**src/rtl/cla_multiword_sequencer.sv**
```systemverilog
// cla_multiword_sequencer: WIDTH-bit adder that reuses one 4-bit CLA slice,
// one nibble per clock (LSB first), with valid/ready on input and output.
// Ports: clk, rst_n (sync, active-low); in_valid/in_ready/a/b/cin in;
// out_valid/out_ready/sum/cout out; busy; ovf only with CLA_SEQ_OVF_EN.
module cla_multiword_sequencer #(
  parameter int WIDTH = 16
) (
  input  logic             clk,
  input  logic             rst_n,
  input  logic             in_valid,
  output logic             in_ready,
  input  logic [WIDTH-1:0] a,
  input  logic [WIDTH-1:0] b,
  input  logic             cin,
  output logic             out_valid,
  input  logic             out_ready,
  output logic [WIDTH-1:0] sum,
  output logic             cout,
  output logic             busy
`ifdef CLA_SEQ_OVF_EN
  ,
  output logic             ovf
`endif
);

  localparam int NSLICE = WIDTH / 4;
  localparam int CW = (NSLICE > 1) ? $clog2(NSLICE) : 1;
  // partial-sum register holds the nibbles finished so far
  localparam int SW = (WIDTH > 4) ? WIDTH - 4 : 4;

  if ((WIDTH % 4) != 0 || WIDTH < 4) begin : g_chk
    $error("WIDTH must be a multiple of 4 and >= 4");
  end

  typedef enum logic [1:0] {
    IDLE,
    RUN,
    DONE
  } state_t;

  state_t state, nstate;

  logic [WIDTH-1:0] ar, br, sum_q;
  logic [SW-1:0]    sr;
  logic [SW+3:0]    cat;
  logic [CW-1:0]    cnt;
  logic             cr, cout_q, rdy_q;
  logic [3:0]       g, p, s;
  logic             c1, c2, c3, c4;
  logic             accept, last;

  assign accept = (state == IDLE) & rdy_q & in_valid;
  assign last   = (cnt == CW'(NSLICE - 1));

  // 4-bit look-ahead slice on the low nibbles
  assign g  = ar[3:0] & br[3:0];
  assign p  = ar[3:0] ^ br[3:0];
  assign c1 = g[0] | (p[0] & cr);
  assign c2 = g[1] | (p[1] & g[0]) | (p[1] & p[0] & cr);
  assign c3 = g[2] | (p[2] & g[1]) | (p[2] & p[1] & g[0])
            | (p[2] & p[1] & p[0] & cr);
  assign c4 = g[3] | (p[3] & g[2]) | (p[3] & p[2] & g[1])
            | (p[3] & p[2] & p[1] & g[0])
            | (p[3] & p[2] & p[1] & p[0] & cr);
  assign s  = p ^ {c3, c2, c1, cr};

  // new nibble enters at the top; on the last slice this is the full sum
  assign cat = {s, sr};

  always_ff @(posedge clk) begin
    if (!rst_n) state <= IDLE;
    else        state <= nstate;
  end

  always_comb begin
    nstate = state;
    unique case (state)
      IDLE:    if (accept)    nstate = RUN;
      RUN:     if (last)      nstate = DONE;
      DONE:    if (out_ready) nstate = IDLE;
      default:                nstate = IDLE;
    endcase
  end

  // registered so in_ready stays low through reset and the first
  // cycle out of it, and never follows in_valid/out_ready directly
  always_ff @(posedge clk) begin
    if (!rst_n) rdy_q <= 1'b0;
    else        rdy_q <= (nstate == IDLE);
  end

`ifdef CLA_SEQ_OVF_EN
  logic ovf_q;
`endif

  always_ff @(posedge clk) begin
    if (!rst_n) begin
      ar     <= '0;
      br     <= '0;
      sr     <= '0;
      cr     <= 1'b0;
      cnt    <= '0;
      sum_q  <= '0;
      cout_q <= 1'b0;
`ifdef CLA_SEQ_OVF_EN
      ovf_q  <= 1'b0;
`endif
    end else if (accept) begin
      ar  <= a;
      br  <= b;
      cr  <= cin;
      cnt <= '0;
    end else if (state == RUN) begin
      ar  <= ar >> 4;
      br  <= br >> 4;
      sr  <= cat[SW+3:4];
      cr  <= c4;
      cnt <= cnt + CW'(1);
      if (last) begin
        sum_q  <= cat[SW+3 -: WIDTH];
        cout_q <= c4;
`ifdef CLA_SEQ_OVF_EN
        ovf_q  <= c3 ^ c4;
`endif
      end
    end
  end

  assign in_ready  = rdy_q;
  assign out_valid = (state == DONE);
  assign busy      = (state != IDLE);
  assign sum       = sum_q;
  assign cout      = cout_q;
`ifdef CLA_SEQ_OVF_EN
  assign ovf       = ovf_q;
`endif

endmodule

```
**config.mk**
```make
export PLATFORM = sky130hd
export DESIGN_NAME = cla_multiword_sequencer
export DESIGN_NICKNAME = d
export VERILOG_FILES = /design/src/rtl/cla_multiword_sequencer.sv
export SDC_FILE = /design/constraint.sdc
export NUM_CORES = 1
export LEC_CHECK = 0
export CAP_MARGIN = 20
export CORE_MARGIN = 2
export CORE_UTILIZATION = 51
export CTS_CLUSTER_SIZE = 16
export DETAILED_ROUTE_END_ITERATION = 12
export PLACE_DENSITY = 0.79
export SLEW_MARGIN = 10
export SYNTH_ARGS = -nofsm -noshare
export SYNTH_HDL_FRONTEND = slang
export SYNTH_SLANG_ARGS = --single-unit
```
**constraint.sdc**
```tcl
create_clock -name clk -period 1.8 [get_ports clk]
set_input_delay 0.36 -clock clk [delete_from_list [all_inputs] [get_ports clk]]
set_output_delay 0.36 -clock clk [all_outputs]
set_load 0.01 [all_outputs]
```
==> results of run 1 <==
==> cell usage after synthesis <==
cell,number
a211o_1,1
a211oi_1,1
a21boi_0,25
a21boi_1,30
a21oi_1,5
a22oi_1,24
a311o_1,1
and2_1,1
and3b_1,1
and4bb_1,1
buf_2,14
buf_4,5
buf_6,4
clkbuf_1,7
dfxtp_1,67
fa_1,1
ha_1,5
inv_1,4
nand2_1,61
nand2b_1,3
nand3_1,37
nand3b_1,1
nand4_1,6
nand4b_1,1
nand4bb_1,1
nor2_1,2
nor2b_1,5
nor3_1,2
o2111ai_1,2
o211a_1,1
o21a_1,3
o21ai_0,2
o22ai_1,1
o31a_1,1
o31ai_1,2
or2_2,2
xnor2_1,2
==> layout by cell type, fill, tap and decap left out, drive strengths merged, types with 4 or more instances in the layout <==
cell,Yosys,layout
buf,23,14
ha,5,5
a21oi,5,5
dfxtp,67,67
nand4,6,6
a22oi,24,24
inv,4,4
a21boi,55,55
nand2,61,61
clkbuf,7,11
nor2b,5,5
nand3,37,37
clkdlybuf4s50,0,53
==> through the flow <==
stage | power [uW] | hold WS (ns)
after floorplan | 1830 | 0.439
after global placement | 1970 | 0.446
after detailed placement | 1980 | 0.456
after CTS | 3480 | 0.464
after global routing | 3610 | 0.485
final | 3470 | 0.460
==> sequential cells by signal, summed over array words and instances (netlist names) <==
register  cells
cout          1
sr           12
ar           16
cr            1
cnt           2
sum          16
br           16
state         2
in_ready      1
==> final cells by class <==
| type | instances | area, um2 | area share |
|---|---|---|---|
| Inverter | 4 | 15.0 | 0.00395 |
| Tap cell | 72 | 90.1 | 0.0237 |
| Clock inverter | 5 | 100 | 0.0263 |
| Sequential cell | 67 | 1340 | 0.353 |
| Clock buffer | 11 | 141 | 0.0372 |
| Multi-Input combinational cell | 231 | 1420 | 0.374 |
| Timing Repair Buffer | 69 | 688 | 0.181 |
==> worst max-delay path: stages (launching register included) <==
cell           delay (ns)
dfxtp_2              0.36
or2_2                0.29
dlygate4sd2_1        0.28
==> cells by family after synthesis <==
logic type               synth area share
buffers and inverters              0.0656
flip-flops                          0.454
AND/OR/NAND/NOR                     0.198
XOR/XNOR                          0.00593
adder cells (fa/ha/maj)            0.0279
AO/OA/AOI/OAI                       0.248
==> metal layers <==
layer,vias to the layer above,global-route usage
li1,1278,-
met1,1186,0.263
met2,56,0.351
met3,10,0.0438
met4,0,0.103
met5,-,0
==> power groups by stage <==
stage          Clock (uW)  Sequential, uW  Combinational (uW)
3_3_place_gp            0            1600                 374
2_1_floorplan           0            1590                 241
5_1_grt              1620            1570                 418
4_1_cts              1530            1570                 382
6_report             1520            1570                 380
3_5_place_dp            0            1600                 381
==> path summary, 6_finish.rpt <==
kind	startpoint	to	slack (ns)	depth (start not counted)
worst max-delay path	state[1]	busy	0.17	2
worst max register to register	ar[0]	sr[10]	0.26	4
worst min register to register	sum[8]	sum[8]	0.46	2
worst min-delay path	sum[8]	sum[8]	0.46	2
==> timing repair <==
item	in CTS	in global routing
setup endpoints to repair	2	0
resized for setup	4	0
hold buffers	0	0
==> metrics.md, run 1 <==
| Metric | Value |
|---|---|
| Cells after Synth | about 330 |
| Min Clock Period, post-route | 1.63 ns |
| Die W | 80.1 um |
| Peak supply drop | 0.000527 V |
| Yosys top cell by area | dfxtp_1 |
| Max Fanout on Critical Path | 9 |
| Via density | 5.51 |
| Critical path endpoint category | output pin |
| Setup CP Type | reg -> out |
| Initial Util | 0.534 |
| Final WL | 6.30 mm |
| Worst EP arrival | 1.27 ns |
| Starting DRT DRC Count | between 150 and 200 |
| Placed cell count | 443 |
| Tightest Hold Check Type | reg -> reg |
| N_diodes | 0 |
| Wire per inst | around 14 um |
| Distinct cells, synth | 37 |
| Port Buffers | 56 |
| Highest clock rate | 0.613 GHz |
| Crit share post-route | 0.906 |
| Max Cap Viol | 0 |
| Filler cells | 473 |
| Finished Layout Cells | about 460 |
| Htree depth | 3 |
| DR pass1 iterations | 4 |
| Share of layout cells above drive strength 1 | 0.0879 |
| Synth top area cells | dfxtp_1 45%, nand2_1 7.7%, a21boi_1 7.6%, a21boi_0 6.3%, nand3_1 6.3% |
| Outcome | completed |
| P_int | 2680 uW |
| Detail Placement HPWL | 4.21 mm |
| Dpl cell area | 0.00356 mm2 |
| P per Cell Area | 911 mW/mm2 |
| Synth warn | 0 |
| Fin util | 0.686 |
| Sw Pwr | roughly 780 uW |
| DRC | 0 |
| Startpoint Class | flop |
| Comb pwr share | 0.110 |
| Overflow after GRT | 0 |
| Reg power frac | 0.452 |
| Largest net degree at the start of global routing | 37 |
| CTS Buf Count | 9 |
| Setup ws final | 0.168 ns |
| DIE HEIGHT | about 80 um |
| Met1 wire length | about 2.9 mm |
| Final Hold Viols | 0 |
| Sequential area share after synthesis | 0.454 |
| Share of the synthesized area in the top cell type | 0.454 |
| Final #Nets | 425 |
| Routed vias | 2,530 |
| Setup TNS | 0 ns |
| Clock power frac | 0.438 |
| CTS clk-pin slew, worst paths | 0.07 ns |
| Final Max Tran Viols | 0 |
| RSZ-0062 raised after global routing | false |
| Synthesized flop and latch total | 67 |
| Routed met2 length | around 3.0 mm |
| Core footprint | about 0.0055 mm2 |
| Avg Inst Size Synth | ~9 um2 |
| Final instance area | roughly 0.0038 mm2 |
| Clock Skew | 0.00468 ns |
| Synth Cell Area | 0.00296 mm2 |
| Standard-cell row count | 27 |
| IO Pins | 57 |
| Initial antenna violation count | 0 |
| Post-CTS Setup Bufs | 0 |
| Sink Count | 67 |
| Critical Path RT | 1.44 ns |
| GPL Wtd Cong | 0.759 |
| Gr usage total | 0.213 |
| Met3 wire len | 254 um |
| Worst slew pin tran | 0.570 ns |
| Longest Clk Path Bufs | 2 |
| Sw frac | 0.226 |
| Root Buffer Master | clkbuf_8 |
| Post-route ant nets | 0 |
| Setup Viol. Count Final | 0 |
| Die area | 0.00642 mm2 |
| First-pass GRT wire length | roughly 11 mm |
| Mapped Nets | approximately 380 |
| Leakage power | 0.00135 uW |
| Max layer used | met4 |
| TritonCTS clock tree | built |
| Dpl ws | 0.0953 ns |
| Vias in the first global route | 2,396 |
| Worst skew pair latency | 0.34 ns |
| Slew margin rel. | 0.620 |
| Area Overhead vs Synth | 28.6% |
Power figures use the tool's default switching activity.
==> run 2, diff against run 1 <==
--- a/config.mk
+++ b/config.mk
@@ -5,6 +5,7 @@
 export SDC_FILE = /design/constraint.sdc
 export NUM_CORES = 1
 export LEC_CHECK = 0
+export ABC_AREA = 1
 export CAP_MARGIN = 20
 export CORE_MARGIN = 2
 export CORE_UTILIZATION = 51
==> run 2 against run 1 <==
Net effect:
- largest power group unchanged
- highest routed layer unchanged
- non-clock buffer count decreased by 5
- synthesized cell count increased by 13%
- cell count increased by 10%
==> metrics.md, run 2 <==
| Metric | Value |
|---|---|
| CP Cell Sequence | nor2_2 -> inv_1 -> clkdlybuf4s50_1 |
| RSZ-0062 raised after global routing | false |
| Hold Path Depth | 2 (unchanged) |
| Post-route ant nets | 0 (unchanged) |
| Setup slack, reg-to-reg | 0.29 ns (+0.03 ns) |
| DIE HEIGHT | 78.9 um (-1.5%) |
| Root Buffer Master | clkbuf_8 |
| Final #Nets | 474 (+12%) |
| P per Cell Area | 875 mW/mm2 (-3.9%) |
| Synth top cells by count | 136 x nand2_1, 67 x dfxtp_1, 55 x a21oi_1 |
| Sw frac | 0.238 (+0.0122) |
| Share of layout cells above drive strength 1 | 0.0829 (-0.00491) |
| Hold path start | ar[12] |
| CP max-delay cell | clkdlybuf4s50_1 |
| Port Buffers | 56 (unchanged) |
| Final Hold Viols | 0 (unchanged) |
| Cells after Synth | 375 (+13%) |
| Peak supply drop | 0.000511 V (-3.1%) |
| Finished Layout Cells | 506 (+10%) |
| Synthesized flop and latch total | 67 (unchanged) |
| Most common cell in the netlist | nand2_1 |
| Clock Skew | 0.00610 ns (+0.00142 ns) |
| Clock power frac | 0.394 (-0.044) |
| Via density | 4.95 (-10%) |
| Sw Pwr | 765 uW (-2.2%) |
| Critical path endpoint category | output pin |
| DRC | 0 (unchanged) |
| Initial antenna violation count | 0 (unchanged) |
| Critical Path RT | 1.44 ns (about the same) |
| Worst hold endpoint | ar[12] |
| N_diodes | 0 (unchanged) |
| Standard-cell row count | 27 (unchanged) |
| Most common cell after layout, fill and taps aside | nand2_1 |
| Initial Util | 0.523 (-0.0106) |
| Dpl cell area | 0.00347 mm2 (-2.6%) |
| Startpoint Class | flop |
| Slew margin rel. | 0.812 (+0.192) |
| Setup TNS | 0 ns (unchanged) |
| Routed vias | 2,507 (-0.91%) |
| Most frequent cells in the layout | 136 x nand2_1, 65 x dfxtp_1, 55 x a21oi_1, 55 x clkdlybuf4s50_1, 24 x nor2_1 |
| Register area | 0.00134 mm2 (unchanged) |
| Critical R2R Capture | in_ready |
| Sink Count | 67 (unchanged) |
| Core footprint | 0.00547 mm2 (-1.2%) |
| P_int | 2450 uW (-8.7%) |
| Crit share post-route | 0.932 (+0.0251) |
| Max Cap Viol | 0 (unchanged) |
| Die W | 78.9 um (-1.5%) |
| TritonCTS clock tree | built |
| Outcome | completed |
| GPL Wtd Cong | 0.841 (+11%) |
| Post-CTS Setup Bufs | 0 (unchanged) |
| Multi-input logic area | 0.00129 mm2 (-9.6%) |
| CTS Buf Count | 9 (unchanged) |
| Max Fanout on Critical Path | 3 (-6) |
| Worst EP arrival | 1.32 ns (+0.05 ns) |
| Final Max Tran Viols | 0 (unchanged) |
| Reg power frac | 0.488 (+0.036) |
| Placed cell count | 492 (+11%) |
| Leakage power | 0.00149 uW (+10%) |
| Distinct cells, synth | 32 (-14%) |
| Worst skew pair latency | 0.33 ns (about the same) |
| Filler cells | 490 (+3.6%) |
| Die area | 0.00623 mm2 (-3.0%) |
| EDFF count, synth | 0 (unchanged) |
| CP peak stage delay | 0.52 ns (+0.16 ns) |
| DR pass1 iterations | 4 (unchanged) |
| Final WL | 6.16 mm (-2.3%) |
| Longest Clk Path Bufs | 2 (unchanged) |
| Avg Inst Size Synth | 7.63 um2 (-14%) |
| Area Overhead vs Synth | 28.3% |
| Overflow after GRT | 0 (unchanged) |
| Synth top area cells | dfxtp_1 47%, nand2_1 18%, a21oi_1 9.6%, a21boi_0 3.4%, nor2_1 3.1% |
| Setup CP Type | reg -> out |
| Htree depth | 3 (unchanged) |
| Mapped Nets | 418 (+11%) |
| Min Clock Period, post-route | 1.68 ns (+0.0452 ns) |
| Synth Cell Area | 0.00286 mm2 (-3.2%) |
| Detail Placement HPWL | 4.19 mm (-0.54%) |
| Post-synthesis async set-or-reset flop share | 0 (unchanged) |
| Vias in the first global route | 2,424 (+1.2%) |
| Share of the synthesized area in the top cell type | 0.469 (+0.0149) |
| Synth Flop Type | dfxtp_1 |
| Sequential area share after synthesis | 0.469 (+0.0149) |
| Synth warn | 0 (unchanged) |
| Worst slew pin tran | 0.282 ns (-0.288 ns) |
| Setup Viol. Count Final | 0 (unchanged) |
| Total power draw | 3220 uW (-7.2%) |
| Yosys top cell by area | dfxtp_1 |
| Starting DRT DRC Count | 153 (-5.6%) |
| Comb pwr share | 0.118 (+0.008) |
| IO Pins | 57 (unchanged) |
| Final instance area | 0.00367 mm2 (-3.4%) |
| Largest net degree at the start of global routing | 39 (+5.4%) |
| CTS clk-pin slew, worst paths | 0.07 ns (about the same) |
| Reg2Reg Depth | 6 (+2) |
| First-pass GRT wire length | 10.7 mm (+0.45%) |
| Tightest Hold Check Type | reg -> reg |
| Gr usage total | 0.220 (+0.00713) |
| FF-to-FF Start | cnt[0] |
| Wire per inst | 12.2 um (-11%) |
| Highest clock rate | 0.596 GHz (-2.7%) |
run 2: changes by cell type in the layout (fill, tap and decap cells not counted), sizes merged, moves of 3 or more:
cell and delta:
a21boi -39, a21oi +51, a22oi -24, buf -6, inv +18, nand2 +78, nand2b -3, nand3 -32
nand4 -5, nor2 +25, nor2b -5, o21ai +4
run 2: what timing repair did:
| action | 4_1_cts | 5_1_grt |
|---|---|---|
| hold buffers | 0 | 0 |
| endpoints found under the setup margin | 1 | 1 |
| gates resized for setup | 1 | 2 |
| cloned | 0 | 0 |
run 2: worst max-delay path, delay by kind of cell (launching register included):
kind          cells  cell delay, ns
buf+inv           2            0.57
simple gates      1            0.06
flops             1            0.37
run 2: metrics by stage:
stage          utilization  setup slack [ns]  hold WS, ns
6_report             0.671             0.123        0.461
3_5_place_dp         0.634             0.137        0.454
4_1_cts              0.671            0.0135        0.464
3_3_place_gp         0.634             0.190        0.449
5_1_grt              0.671            0.0206        0.486
2_1_floorplan            -             0.457        0.439
run 2: worst max-delay path by stage:
stage                     end  depth (start not counted)     start  slack (ns)
CTS                 out_valid                          3  state[1]        0.01
global placement           cr                         10  in_valid        0.19
floorplan                cout                          6     ar[1]        0.46
finish                   busy                          3  state[0]        0.12
detailed placement         cr                         10  in_valid        0.14
global route             busy                          3  state[1]        0.02
run 2: metal layers:
metal  vias up  wire length [um]  part of all wire  GRT usage
li1       1302                 -                 -          -
met3        14               226             0.037     0.0489
met1      1132              2810              0.46      0.285
met4         0               152             0.025     0.0845
met2        59              2970              0.48      0.359
met5         -                 0                 0          0
run 2: cell type report:
class                   count  area share
flip-flops and latches     67       0.366
multi-input cells         266       0.350
clock buffers              12      0.0450
clock inverters             2     0.00954
repair buffers             64       0.180
well taps                  72      0.0245
inverters                  23      0.0249
run 2: power by group through the flow:
stage	Clock, uW	Combinational (uW)	Sequential [uW]
2_1_floorplan	0	245	1590
3_3_place_gp	0	370	1600
3_5_place_dp	0	376	1600
4_1_cts	1280	379	1570
5_1_grt	1340	422	1570
6_report	1270	379	1570
run 2: kinds of logic (layout without fill, tap and decap cells):
family | after synthesis | after routing | share of synthesized area
and+or+nand+nor | 177 | 177 | 0.255
buffers and inverters | 42 | 101 | 0.0817
xor gates and xnor gates | 2 | 2 | 0.00612
AOI/OAI and AO/OA | 81 | 81 | 0.160
adders and majority gates | 6 | 6 | 0.0288
DFF | 67 | 67 | 0.469
==> run 3, diff against run 2 <==
--- a/config.mk
+++ b/config.mk
@@ -12,7 +12,7 @@
 export CTS_CLUSTER_SIZE = 16
 export DETAILED_ROUTE_END_ITERATION = 12
 export PLACE_DENSITY = 0.79
-export SLEW_MARGIN = 10
+export SLEW_MARGIN = 40
 export SYNTH_ARGS = -nofsm -noshare
 export SYNTH_HDL_FRONTEND = slang
 export SYNTH_SLANG_ARGS = --single-unit
==> results of run 3 <==
The final DEF is identical to that of run 2; final timing and power are the same.
==> RTL change 1 (config.mk and constraints of run 2) <==
Build with the macro `CLA_SEQ_OVF_EN` defined.
--- a/src/rtl/cla_multiword_sequencer.sv
+++ b/src/rtl/cla_multiword_sequencer.sv
@@ -2,6 +2,8 @@
 // one nibble per clock (LSB first), with valid/ready on input and output.
 // Ports: clk, rst_n (sync, active-low); in_valid/in_ready/a/b/cin in;
 // out_valid/out_ready/sum/cout out; busy; ovf only with CLA_SEQ_OVF_EN.
+`define CLA_SEQ_OVF_EN
+
 module cla_multiword_sequencer #(
   parameter int WIDTH = 16
 ) (
Check against the original RTL (old outputs only; new: ovf): equivalent (Yosys induction, for registers that start in step).
==> RTL change 1 against run 2 <==
Sequential cell count increased by 1. Power is 2.0% lower. Final area down 1.5%. Setup slack worse by 0.050 ns. Sequential share of layout area grew 1.1 points. Wire length shrank 5.5%. Synthesized cell count grew 1.3%. Via count decreased by 0.12%. Area after synthesis shrank 1.6%. Largest cell class unchanged.
==> RTL change 1: results (changes against run 2) <==
Reg2Reg Setup Slack: 0.19 ns (-0.10 ns)
Pin count of the biggest net entering global routing: 35 (-10%)
IO Port Bufs: 57 (+1.8%)
Worst r2r path cells: 8 (+2)
Sequential area share after synthesis: 48.33% (+1.5 points)
Worst path arrival time: 1.37 ns (+0.05 ns)
List of most frequent post-synthesis cells: nand2_1 (164), dfxtp_1 (68), a21oi_1 (35)
Total number of vias: 2504 (-0.12%)
GPL Wtd Cong: 0.8482 (+0.86%)
Cell variety after synth: 29 (-9.4%)
Outcome: finished, final reports clean
Clock Skew: 0.009660 ns (+0.003558 ns)
Top cells by area, synth: dfxtp_1 (48%), nand2_1 (22%), a21oi_1 (6.2%)
Final WL: 5814 um (-5.5%)
Placed cell areas: 3426 sq um (-1.2%)
Synth Net Count: 423 (+1.2%)
Synth Area in Compound Gates: 13.64% (-2.3 points)
Slew Limit Headroom: 64.63% (-17 points)
P_sw: 798.2 uW (+4.3%)
Fin crit share: 95.93% (+2.8 points)
Post-Synth Adder-Cell Area: 2.932% (+0.047 points)
Post-placement cell count: 496 (+0.81%)
Mapped Cells: 380 (+1.3%)
First-pass GRT wire length: 9756 um (-9.1%)
Vias in the first global route: 2210 (-8.8%)
Combinational power share: 11.0% (-0.8 points)
Xor-xnor portion of the synthesized cell area: 0.6219% (+0.010 points)
Worst Hold End: sum[1]$_SDFFE_PN0P_
Gr usage total: 20.23% (-1.7 points)
GRT met2 Usage: 33.19% (-2.7 points)
Worst vdd ir: 451.8 uV (-12%)
Origin of the worst min-delay path: sr[1]$_SDFFE_PN0P_
H-tree Lvls: 3 (unchanged)
Min Hold Slack: 0.4608 ns (-0.0003090 ns)
Pleak: 1.329 nW (-11%)
Via density: 4.891 (-1.3%)
# fillers: 517 (+5.5%)
Worst R2R Start: state[0]$_SDFF_PN0_
Power Density: 870.4 nW/um^2 (-0.58%)
Delay of the slowest critical-path stage: 0.47 ns (-0.05 ns)
1st-iter DRT viols: 166 (+8.5%)
RTL change 1: cell count changes after synthesis, moves of 13 or more:
cell      delta
a21boi_0    -13
a21oi_1     -20
a31oi_1     +24
nand2_1     +28
nor2_1      -13
RTL change 1: cell type report:
cell class	instances	area (sq um)	area share, %
multi-input combinational	266	1240	34.26
clock buffer	10	127.6	3.526
sequential	68	1363	37.64
inverter	25	93.84	2.592
clock inverter	6	63.81	1.763
tap	72	90.09	2.489
timing repair buffer	65	641.9	17.73
RTL change 1: per-layer routing:
layer / vias to the layer above / wire length, um
li1: 1329 / -
met1: 1094 / 2652
met2: 69 / 2747
met3: 12 / 305
met4: 0 / 109
met5: - / 0
RTL change 1: what timing repair did:
| action | in CTS | in global routing |
|---|---|---|
| endpoints found under the hold margin | 0 | 0 |
| gates cloned | 0 | 0 |
| setup endpoints to repair | 2 | 1 |
| resized for setup | 2 | 1 |
==> RTL change 2 (settings of run 2) <==
Made on the original files. Reset style: asynchronous (`rst_n`), changed in 3 clocked blocks.
--- a/src/rtl/cla_multiword_sequencer.sv
+++ b/src/rtl/cla_multiword_sequencer.sv
@@ -67,7 +67,7 @@
   // new nibble enters at the top; on the last slice this is the full sum
   assign cat = {s, sr};
 
-  always_ff @(posedge clk) begin
+  always_ff @(posedge clk or negedge rst_n) begin
     if (!rst_n) state <= IDLE;
     else        state <= nstate;
   end
@@ -84,7 +84,7 @@
 
   // registered so in_ready stays low through reset and the first
   // cycle out of it, and never follows in_valid/out_ready directly
-  always_ff @(posedge clk) begin
+  always_ff @(posedge clk or negedge rst_n) begin
     if (!rst_n) rdy_q <= 1'b0;
     else        rdy_q <= (nstate == IDLE);
   end
@@ -93,7 +93,7 @@
   logic ovf_q;
 `endif
 
-  always_ff @(posedge clk) begin
+  always_ff @(posedge clk or negedge rst_n) begin
     if (!rst_n) begin
       ar     <= '0;
       br     <= '0;
Check against the original RTL: differs if rst_n is asserted again (counterexample within 4 cycles, from zero or initial values and one cycle with rst_n low); with rst_n held inactive, the same outputs for 10 cycles.
==> RTL change 2 against run 2 <==
Final area rose by 1.7%. Wire length rose by 3.2%. Global-route usage rose by 0.080 points. Sequential cell count did not move. Clock skew barely moved. Area after synthesis rose by 2.9%. Setup slack improved by 0.046 ns. Via count fell by 3.9%. Critical path type unchanged. Critical endpoint is now in_ready.
Power is not compared: it rests on default switching activity, and its combinational part moved more than twofold at a synthesized area within 25%.
==> RTL change 2: results (changes against run 2) <==
Layout cell share with drive strength beyond 1: 8.205% (-0.090 points)
Total number of vias: 2408 (-3.9%)
Met1 WL: 2760 um (-1.7%)
Post-place setup slack: 0.1760 ns (+0.03876 ns)
Slew Limit Headroom: 73.96% (-7.2 points)
Outcome: finished, final reports clean
Placed cell areas: 3573 sq um (+3.0%)
H-tree Lvls: 3 (unchanged)
Worst r2r path cells: 6 (unchanged)
Min Hold Slack: 0.02755 ns (-0.4336 ns)
Synth Area in Compound Gates: 9.257% (-6.7 points)
First-pass GRT wire length: 10720 um (-0.20%)
Cell variety after synth: 25 (-22%)
Pleak: 1.778 nW
Highest metal used: met4
CTS Root Cell: clkbuf_8
Ant diodes: 0 (unchanged)
CTS Buf Count: 9 (unchanged)
Post-DP HPWL: 4453 um (+6.3%)
Cell family with most CP delay: buffers and inverters
Post-Synth Adder-Cell Area: 2.803% (-0.082 points)
List of most frequent post-synthesis cells: nand2_1 (116), dfrtp_1 (67), nand3_1 (36)
Final WL: 6352 um (+3.2%)
Sequential Power Share: 39.5%
Mapped Cells: 325 (-13%)
Async SR Flop Fraction: 100.0% (+100 points)
Initial antenna violation count: 0 (unchanged)
Final nets: 428 (-9.7%)
Met3 Usage GRT: 4.412% (-0.47 points)
1st-iter DRT viols: 184 (+20%)
Power Density: 1702 nW/um^2
Met2 wire len: 3144 um (+6.0%)
Pin count of the biggest net entering global routing: 68 (+74%)
# fillers: 472 (-3.7%)
Multiplexer area fraction after synthesis: 0% (unchanged)
Delay of the slowest critical-path stage: 0.55 ns (+0.03 ns)
GRT met2 Usage: 35.50% (-0.40 points)
Drt pass-1 iters: 4 (unchanged)
Worst path arrival time: 1.27 ns (-0.05 ns)
Metal3 WL: 334 um (+48%)
Reg clk slew, reported paths: 0.07 ns (about the same)
Top achievable clock speed: 613.2 MHz (+2.8%)
Gr usage total: 22.05% (+0.080 points)
GPL Wtd Cong: 0.7603 (-9.6%)
Crit path max fanout: 2 (-1)
Xor-xnor portion of the synthesized cell area: 0% (-0.61 points)
Ys Warns: 0 (unchanged)
Terminus of the critical flop-to-flop path: br[5]$_DFFE_PN0P_
Top cells by area, synth: dfrtp_1 (57%), nand2_1 (15%), nand3_1 (6.1%)
M1 GR Usage: 28.23% (-0.24 points)
Hold/Removal Path Class: primary input to asynchronous set/reset pin
Clock Skew: 0.005697 ns (-0.0004046 ns)
Synth Net Count: 368 (-12%)
Worst R2R Start: state[1]$_DFF_PN0_
Reg2Reg Setup Slack: 0.23 ns (-0.06 ns)
Fin cells: 462 (-8.7%)
Sequential area share after synthesis: 56.90% (+10 points)
Post-placement cell count: 446 (-9.3%)
Clk power: 1.05 mW
Clock Tree Buf Depth: 2 (unchanged)
RTL change 2: repair_timing:
item	4_1_cts	5_1_grt
resized for setup	4	0
endpoints found under the setup margin	2	0
setup buffers	0	0
RTL change 2: layout make-up:
type                            instances  area, sq um  area share [%]
Inverter                               29        111.4           2.980
Clock buffer                           10        127.6           3.415
Clock inverter                          6        32.53          0.8704
Multi-Input combinational cell        214         1060           28.36
Tap cell                               72        90.09           2.410
Timing Repair Buffer                   64        638.1           17.07
Sequential cell                        67         1678           44.89
RTL change 2: how the worst max path moves through the flow:
stage	start	to
after CTS	in_ready$_DFF_PN0_	in_ready
after detailed placement	in_valid	cr$_DFFE_PN0P_
after floorplan	ar[2]$_DFFE_PN0P_	sr[11]$_DFFE_PN0P_
after global routing	state[1]$_DFF_PN0_	br[6]$_DFFE_PN0P_
after global placement	in_valid	cr$_DFFE_PN0P_
final	in_ready$_DFF_PN0_	in_ready
